**config.mk**
```make
export PLATFORM = sky130hd
export DESIGN_NAME = scan_unload_reader
export DESIGN_NICKNAME = d
export VERILOG_FILES = /design/src/rtl/scan_unload_reader.sv
export SDC_FILE = /design/constraint.sdc
export NUM_CORES = 1
export LEC_CHECK = 0
export ABC_AREA = 1
export CORE_AREA = 2 2 64 66
export CTS_CLUSTER_SIZE = 10
export DETAILED_ROUTE_END_ITERATION = 8
export DIE_AREA = 0 0 66 68
export PLACE_DENSITY = 0.86
export SLEW_MARGIN = 20
export SYNTH_ARGS = -nofsm -noshare
export SYNTH_HDL_FRONTEND = slang
export SYNTH_SLANG_ARGS = --single-unit
```
**constraint.sdc**
```tcl
create_clock -name clk -period 1.41 [get_ports clk]
set_input_delay 0.3525 -clock clk [delete_from_list [all_inputs] [get_ports clk]]
set_output_delay 0.3525 -clock clk [all_outputs]
set_load 0.01 [all_outputs]
```
**src/rtl/scan_unload_reader.sv**
```systemverilog
// Serial scan-chain unload reader: shifts CHAIN_LEN bits out of a chain, compares the
// captured response against a golden word and folds every bit into a 16-bit signature.
module scan_unload_reader #(
   parameter int CHAIN_LEN = 8
) (
   input  logic                 clk,
   input  logic                 rst,
   input  logic                 start,
   input  logic                 scan_so,
   input  logic                 fill_bit,
   input  logic [CHAIN_LEN-1:0] expected,
   input  logic                 sig_clr,
   output logic                 scan_en,
   output logic                 scan_si,
   output logic                 busy,
   output logic [CHAIN_LEN-1:0] data,
   output logic                 data_valid,
   output logic                 pass,
   output logic [15:0]          signature
);

   localparam int CW = $clog2(CHAIN_LEN + 1);

   typedef enum logic [1:0] {S_IDLE, S_SHIFT, S_DONE} state_t;

   state_t               r_state;
   logic [CW-1:0]        r_cnt;
   logic [CHAIN_LEN-1:0] r_sr;
   logic [CHAIN_LEN-1:0] r_data;
   logic                 r_pass;
   logic                 r_scan_en;
   logic                 r_busy;
   logic                 r_data_valid;
   logic [15:0]          r_sig;

   logic [CHAIN_LEN-1:0] w_sr_next;
   logic                 w_fb;
   logic [15:0]          w_sig_next;

   // First bit received migrates to the MSB after CHAIN_LEN shifts.
   assign w_sr_next  = {r_sr[CHAIN_LEN-2:0], scan_so};
   assign w_fb       = r_sig[15] ^ scan_so;
   assign w_sig_next = {r_sig[14:0], 1'b0} ^ (w_fb ? 16'h1021 : 16'h0000);

   // NOTE: all state uses non-blocking assignments so every register samples pre-edge values.
   always_ff @(posedge clk) begin
      if (rst) begin
         r_state      <= S_IDLE;
         r_cnt        <= '0;
         r_sr         <= '0;
         r_data       <= '0;
         r_pass       <= 1'b0;
         r_scan_en    <= 1'b0;
         r_busy       <= 1'b0;
         r_data_valid <= 1'b0;
         r_sig        <= '0;
      end else begin
         r_data_valid <= 1'b0;
         case (r_state)
            S_IDLE: begin
               if (start) begin
                  r_state   <= S_SHIFT;
                  r_cnt     <= CW'(CHAIN_LEN);
                  r_scan_en <= 1'b1;
                  r_busy    <= 1'b1;
               end
            end
            S_SHIFT: begin
               r_sr <= w_sr_next;
               if (r_cnt != '0) r_cnt <= r_cnt - CW'(1);
               // Last shift edge: capture the completed word, including this edge's bit.
               if (r_cnt == CW'(1)) begin
                  r_state      <= S_DONE;
                  r_scan_en    <= 1'b0;
                  r_data       <= w_sr_next;
                  r_pass       <= (w_sr_next == expected);
                  r_data_valid <= 1'b1;
               end
            end
            S_DONE: begin
               r_state <= S_IDLE;
               r_busy  <= 1'b0;
            end
            default: begin
               r_state   <= S_IDLE;
               r_scan_en <= 1'b0;
               r_busy    <= 1'b0;
            end
         endcase

         if (sig_clr)                 r_sig <= '0;
         else if (r_state == S_SHIFT) r_sig <= w_sig_next;
      end
   end

   assign scan_en    = r_scan_en;
   assign scan_si    = r_scan_en & fill_bit;
   assign busy       = r_busy;
   assign data       = r_data;
   assign data_valid = r_data_valid;
   assign pass       = r_pass;
   assign signature  = r_sig;

endmodule

```
==> results of run 1 <==
==> cell usage after synthesis <==
library cell / n
sky130_fd_sc_hd__dfxtp_1: 41
sky130_fd_sc_hd__nor2_1: 33
sky130_fd_sc_hd__nand2_1: 31
sky130_fd_sc_hd__o21ai_0: 31
sky130_fd_sc_hd__inv_1: 25
sky130_fd_sc_hd__a21oi_1: 21
sky130_fd_sc_hd__buf_4: 14
sky130_fd_sc_hd__nand3_1: 7
sky130_fd_sc_hd__buf_2: 5
sky130_fd_sc_hd__xnor2_1: 5
sky130_fd_sc_hd__o21ai_1: 4
sky130_fd_sc_hd__inv_2: 3
sky130_fd_sc_hd__xor2_1: 3
sky130_fd_sc_hd__buf_6: 2
sky130_fd_sc_hd__ha_1: 2
sky130_fd_sc_hd__nor2_4: 2
sky130_fd_sc_hd__a31oi_1: 1
sky130_fd_sc_hd__nand3b_1: 1
sky130_fd_sc_hd__nor3_1: 1
==> final timing paths <==
| kind | startpoint | endpoint | depth (start not counted) |
|---|---|---|---|
| worst max-delay path | fill_bit | scan_si | 4 |
| worst max register to register | r_cnt[0] | r_cnt[0] | 9 |
| worst min register to register | data[6] | data[6] | 2 |
| worst min-delay path | data[6] | data[6] | 2 |
==> power groups by stage <==
stage	clock network, mW	registers [mW]	logic [mW]
final	0.729	1.27	0.385
after global routing	0.804	1.28	0.436
after CTS	0.747	1.27	0.377
after detailed placement	0	1.30	0.398
after global placement	0	1.30	0.387
after floorplan	0	1.29	0.262
==> per-layer routing <==
layer	up-vias	global-route usage, %	wire length, µm
met2	38	29.3	1690
met5	-	0	0
met4	0	7.40	68
met3	7	5.10	161
met1	696	20.6	1680
li1	802	-	-
==> critical path: stages <==
cell                              delay (ps)
sky130_fd_sc_hd__clkdlybuf4s50_1         450
sky130_fd_sc_hd__nand2_1                  50
sky130_fd_sc_hd__inv_1                    40
sky130_fd_sc_hd__buf_2                   110
==> flip-flops by register name, summed over array words and instances (netlist names) <==
signal      cells
busy            1
data            8
data_valid      1
pass            1
r_cnt           4
r_sr            7
r_state         2
scan_en         1
signature      16
==> layout by cell type (no fill, tap or decap) <==
cell and n:
sky130_fd_sc_hd__a21oi_1 20, sky130_fd_sc_hd__a21oi_2 1, sky130_fd_sc_hd__a31oi_1 1, sky130_fd_sc_hd__buf_2 1, sky130_fd_sc_hd__buf_4 9, sky130_fd_sc_hd__clkbuf_1 3
sky130_fd_sc_hd__clkbuf_8 5, sky130_fd_sc_hd__clkdlybuf4s50_1 13, sky130_fd_sc_hd__dfxtp_1 40, sky130_fd_sc_hd__dfxtp_2 1, sky130_fd_sc_hd__dlygate4sd2_1 28, sky130_fd_sc_hd__ha_1 2
sky130_fd_sc_hd__inv_1 24, sky130_fd_sc_hd__inv_2 4, sky130_fd_sc_hd__nand2_1 30, sky130_fd_sc_hd__nand2_2 1, sky130_fd_sc_hd__nand3_1 7, sky130_fd_sc_hd__nand3b_1 1
sky130_fd_sc_hd__nor2_1 33, sky130_fd_sc_hd__nor2_2 1, sky130_fd_sc_hd__nor2_4 2, sky130_fd_sc_hd__nor3_1 1, sky130_fd_sc_hd__o21ai_0 30, sky130_fd_sc_hd__o21ai_1 5
sky130_fd_sc_hd__xnor2_1 5, sky130_fd_sc_hd__xor2_1 3
==> logic make-up (layout without fill, tap and decap cells) <==
family / count (synthesis) / count (layout)
XOR/XNOR: 8 / 8
flip-flops: 41 / 41
AO/OA/AOI/OAI: 57 / 57
AND/OR/NAND/NOR: 75 / 76
adder cells (fa/ha/maj): 2 / 2
buffers and inverters: 49 / 87
==> layout make-up <==
type / count / area, µm²
Fill cell: 363 / 1630
Multi-Input combinational cell: 143 / 704
Tap cell: 50 / 62.6
Clock buffer: 8 / 80.1
Timing Repair Buffer: 51 / 448
Sequential cell: 41 / 822
Inverter: 28 / 105
==> through the flow <==
step                setup TNS, ps  cells  total power [mW]  instance area, µm²  hold WS [ps]
CTS                             0    320              2.40                2210           471
floorplan                       0    232              1.56                1770           422
finish                          0    321              2.39                2220           466
global placement             -928    312              1.69                2170           459
global route                    0    321              2.52                2220           487
detailed placement          -1280    312              1.70                2170           462
==> repair_timing <==
item,in CTS,in global routing
hold endpoints to repair,0,0
endpoints found under the setup margin,29,10
cloned,0,1
hold buffers,0,0
resized for setup,32,5
pin swaps,0,1
==> flow_summary.ini, run 1 <==
[outcome]
outcome = finished clean

[worst_setup_path]
crit_type = input port to output pin
cp.arrival_ps = 1000
worstPathMaxFanout = 1
timing.critical_path.from_type = input port
cp.required_ps = 1060
timing.critical_path.to_type = output pin
reg2reg_slack_ps = 140

[power_and_ir_drop]
switching_share_pct = 26.8
p_leak_nw = 1.10
power_density_nw_per_um2 = 1070
worst_ir_drop_on_vdd_mv = 0.665
intPower_mw = 1.75
seq_power_share_pct = 53.4
pwr-share-clk_pct = 30.5
comb_power_share_pct = 16.1
power.switching_mw = 0.641

[floorplan]
core_region_area_um2 = 3860
die_width_um = 66
initial_utilization_pct = 45.9
die_area_um2 = 4490
num_io_pins = 43
core.rowCount = 23
fp.dieH_um = 68

[yosys]
fraction_of_the_mapped_netlist_area_in_compound_gates_pct = 16.2
fraction_of_post_synthesis_cell_area_in_the_top_cell_type_by_area_pct = 46.4
synth_area_in_xor_xnor_pct = 3.96
postSynthNetCount = 248
post_synth_instance_area_um2 = 1770
synthMuxAreaShare_pct = 0
post_synth_main_area_contributors = sky130_fd_sc_hd__dfxtp_1 (46%), sky130_fd_sc_hd__o21ai_0 (8.8%), sky130_fd_sc_hd__nor2_1 (7.0%)
post_synth_fa_ha_maj_area_fraction_pct = 1.41
netlist.top_cell.by_area = sky130_fd_sc_hd__dfxtp_1
synth_sequential_area_ratio_pct = 46.4
synth_simple_gate_area_share_pct = 17.5
syn_area_per_cell_um2 = 7.63
synth_top_family_by_area = simple AND/OR/NAND/NOR gates
yosys.cell_types.count = 19
yosys_register_bits = 41
yosysWarningCount = 0
postSynthCellCount = 232

[global_route]
grt_max_degree = 30
gr-usage-all-layers_pct = 17.3
number_of_antenna_violations_at_the_first_check_in_global_routing = 0
gr-total-overflow = 0
grt_pass1_vias = 1387
grt_first_pass_wirelength_um = 5870

[layout]
final_core_utilization_pct = 57.6
antenna-diode-count = 0
layout-area-overhead-vs-synth_pct = 25.5
number_of_nets_in_the_finished_design = 286
drive_gt1_share_pct = 9.23

[sta]
timing.final.max_slew_violations = 0
rsz0062_at_grt = false
hold_violations = 0
timing.clock.skew_ps = 7.17
worst_slew_margin_rel_pct = 83.2
achievable-frequency_mhz = 737
tightestPinTransition_ps = 253
layout_min_cycle_time_ps = 1360
portion_of_the_clock_cycle_consumed_by_the_worst_path_in_the_final_layout_pct = 96.3
timing.final.setup_violations = 0
final.setup.worst_slack_ps = 52.7

[clock_tree]
clock_tree.root_cell = sky130_fd_sc_hd__clkbuf_8
cts_sinks = 41
cts_tree = done
clock_tree.buffer_depth = 2
clk-insertion-delay-late_ps = 290
cts_made_buffers = 5
ctsHtreeMaxLevel = 2
clock_slew_seen_by_the_registers_of_the_worst_setup_and_hold_paths_ps = 70
post_cts_buffers = 0

[routing]
vias = 1543
drt-wirelength-per-cell_um = 11.2
ant_nets = 0
detail_route.iter0.violations = 47
postRouteWirelength_um = 3590
drcViolationCount = 0
vias_per_cell = 4.81
drt_pass1_iterations = 4

[placement]
portBuffers = 42
hpwlAfterDp_um = 2520
gpl.final_weighted_congestion = 0.756
dp_slack_ps = -360

[worst_hold_path]
worst_hold_path_class = flop to flop

[flow_run]
max_cap_viol_count = 0
Power figures use the tool's default switching activity.
==> inputs of run 2 (changes only) <==
--- a/config.mk
+++ b/config.mk
@@ -6,10 +6,12 @@
 export NUM_CORES = 1
 export LEC_CHECK = 0
 export ABC_AREA = 1
-export CORE_AREA = 2 2 64 66
+export CELL_PAD_IN_SITES_DETAIL_PLACEMENT = 1
+export CELL_PAD_IN_SITES_GLOBAL_PLACEMENT = 1
+export CORE_AREA = 2 2 75 77
 export CTS_CLUSTER_SIZE = 10
 export DETAILED_ROUTE_END_ITERATION = 8
-export DIE_AREA = 0 0 66 68
+export DIE_AREA = 0 0 77 79
 export PLACE_DENSITY = 0.86
 export SLEW_MARGIN = 20
 export SYNTH_ARGS = -nofsm -noshare
==> run 2 against run 1 <==
Net effect:
- sequential power about the same
- clock power increased by 2%
- die area increased by 36%
- fmax increased by 4.5%
- global-route usage decreased by 2.7 points
- register-to-register slack got worse by 20 ps
- routed wire length increased by 15%
- final cell count increased by 7.2%
- critical endpoint is now signature[10]
- largest cell class unchanged
==> flow_summary.ini, run 2 (synthesized netlist as in run 1, its figures left out) <==
[outcome]
outcome = finished clean

[layout]
largest_reg_flops = 16
drive_gt1_share_pct = 9.93
final_core_utilization_pct = 42.4
number_of_nets_in_the_finished_design = 287
fillers = 691
antenna-diode-count = 0
layout-area-overhead-vs-synth_pct = 27.8
final-instance-count-excl-fill = 344
most-common-layout-cells = sky130_fd_sc_hd__dfxtp_1 (40), sky130_fd_sc_hd__nor2_1 (33), sky130_fd_sc_hd__nand2_1 (30), sky130_fd_sc_hd__o21ai_0 (30), sky130_fd_sc_hd__dlygate4sd2_1 (28)
mostFrequentLayoutCell = sky130_fd_sc_hd__dfxtp_1

[placement]
portBuffers = 42
hpwlAfterDp_um = 3050
gpl.final_weighted_congestion = 0.792
dp_slack_ps = -371
dp.cells = 334

[routing]
drt-wirelength-per-cell_um = 12.0
vias = 1556
ant_nets = 0
routed-wl-met3_um = 175
detail_route.iter0.violations = 72
vias_per_cell = 4.52
drt_pass1_iterations = 3
drcViolationCount = 0
post_route_m1_wl_um = 1880
met2_wirelength_um = 2020
highest-signal-layer = met4
postRouteWirelength_um = 4140

[sta]
timing.final.max_slew_violations = 0
timing.clock.skew_ps = 4.17
tightestPinTransition_ps = 263
hold_violations = 0
rsz0062_at_grt = false
worst_slew_margin_rel_pct = 82.5
timing.final.setup_violations = 0
final.setup.worst_slack_ps = 112
portion_of_the_clock_cycle_consumed_by_the_worst_path_in_the_final_layout_pct = 92.1
layout_min_cycle_time_ps = 1300
achievable-frequency_mhz = 770

[worst_setup_path]
r2r_start = r_cnt[0]
cp.buffers_inverters = 1
worstPathMaxFanout = 3
crit_family = flip-flops
reg2reg_slack_ps = 120
reg2reg_to = r_cnt[1]
timing.critical_path.from_type = flop
cp.required_ps = 1060
critical-path-slowest-cell = sky130_fd_sc_hd__dfxtp_1
crit_type = flop to output pin
worst_r2r_path_depth = 8
cp_slowest_stage_delay_ps = 370
timing.critical_path.to_type = output pin
crit_chain = dlygate4sd2_1
cp.arrival_ps = 950

[floorplan]
die_area_um2 = 6080
core_region_area_um2 = 5340
num_io_pins = 43
fp.dieH_um = 79
core.rowCount = 27
die_width_um = 77
initial_utilization_pct = 33.2

[power_and_ir_drop]
power.switching_mw = 0.671
p_leak_nw = 1.13
pwr-share-clk_pct = 30.7
intPower_mw = 1.74
seq_power_share_pct = 52.9
switching_share_pct = 27.8
worst_ir_drop_on_vdd_mv = 0.551
comb_power_share_pct = 16.4
power_density_nw_per_um2 = 1060

[clock_tree]
clock_tree.root_cell = sky130_fd_sc_hd__clkbuf_8
cts_tree = done
cts_sinks = 41
clock_slew_seen_by_the_registers_of_the_worst_setup_and_hold_paths_ps = 80
cts_made_buffers = 5
ctsHtreeMaxLevel = 2
clk-insertion-delay-late_ps = 290
clock_tree.buffer_depth = 2

[global_route]
gr-usage-all-layers_pct = 14.6
grt_pass1_vias = 1537
grt_max_degree = 30
gr-total-overflow = 0
number_of_antenna_violations_at_the_first_check_in_global_routing = 0
grt_first_pass_wirelength_um = 7160

[worst_hold_path]
hold-path-endpoint = signature[9]
hold_path_startpoint = signature[8]
worst_hold_path_class = flop to flop
whs_path_depth = 2

[flow_run]
max_cap_viol_count = 0
[run 2: worst max-delay path by stage]
stage | startpoint | end | slack, ps | cells after the start
detailed placement | fill_bit | scan_si | -370 | 4
CTS | r_cnt[1] | data[6] | 20 | 8
global placement | fill_bit | scan_si | -360 | 4
global route | r_cnt[0] | r_cnt[1] | 3 | 8
finish | signature[10] | signature[10] | 110 | 1
floorplan | r_cnt[0] | r_cnt[2] | 240 | 9
[run 2: routing by layer]
metal  track usage [%]  vias up
met5                 0        -
met2              25.2       27
li1                  -      797
met4              5.36        0
met3              3.64        6
met1              17.9      726
[run 2: stage by stage]
step	hold WS [ps]	total power, mW	TNS [ps]	instance area, µm²
floorplan	422	1.56	0	1770
global placement	457	1.69	-1010	2200
detailed placement	467	1.72	-1380	2200
CTS	475	2.44	0	2240
global route	497	2.56	0	2260
finish	474	2.41	0	2260
[run 2: area by class of cell]
cell class,instances,area (µm²),area share [%]
tap,72,90.1,3.98
inverter,28,105,4.64
clock buffer,6,72.6,3.21
sequential,41,822,36.3
timing repair buffer,53,469,20.7
clock inverter,2,10.0,0.442
multi-input combinational,142,694,30.7
[run 2: power by group through the flow]
stage          registers [mW]  logic, mW  clock network [mW]
6_report                 1.27      0.394               0.741
3_5_place_dp             1.30      0.415                   0
4_1_cts                  1.27      0.397               0.768
3_3_place_gp             1.30      0.394                   0
2_1_floorplan            1.29      0.262                   0
5_1_grt                  1.29      0.454               0.816
[run 2: what timing repair did]
item,4_1_cts,5_1_grt
pin swaps,0,2
endpoints found under the setup margin,31,13
hold buffers,0,0
gates resized for setup,33,5
buffers inserted,0,2
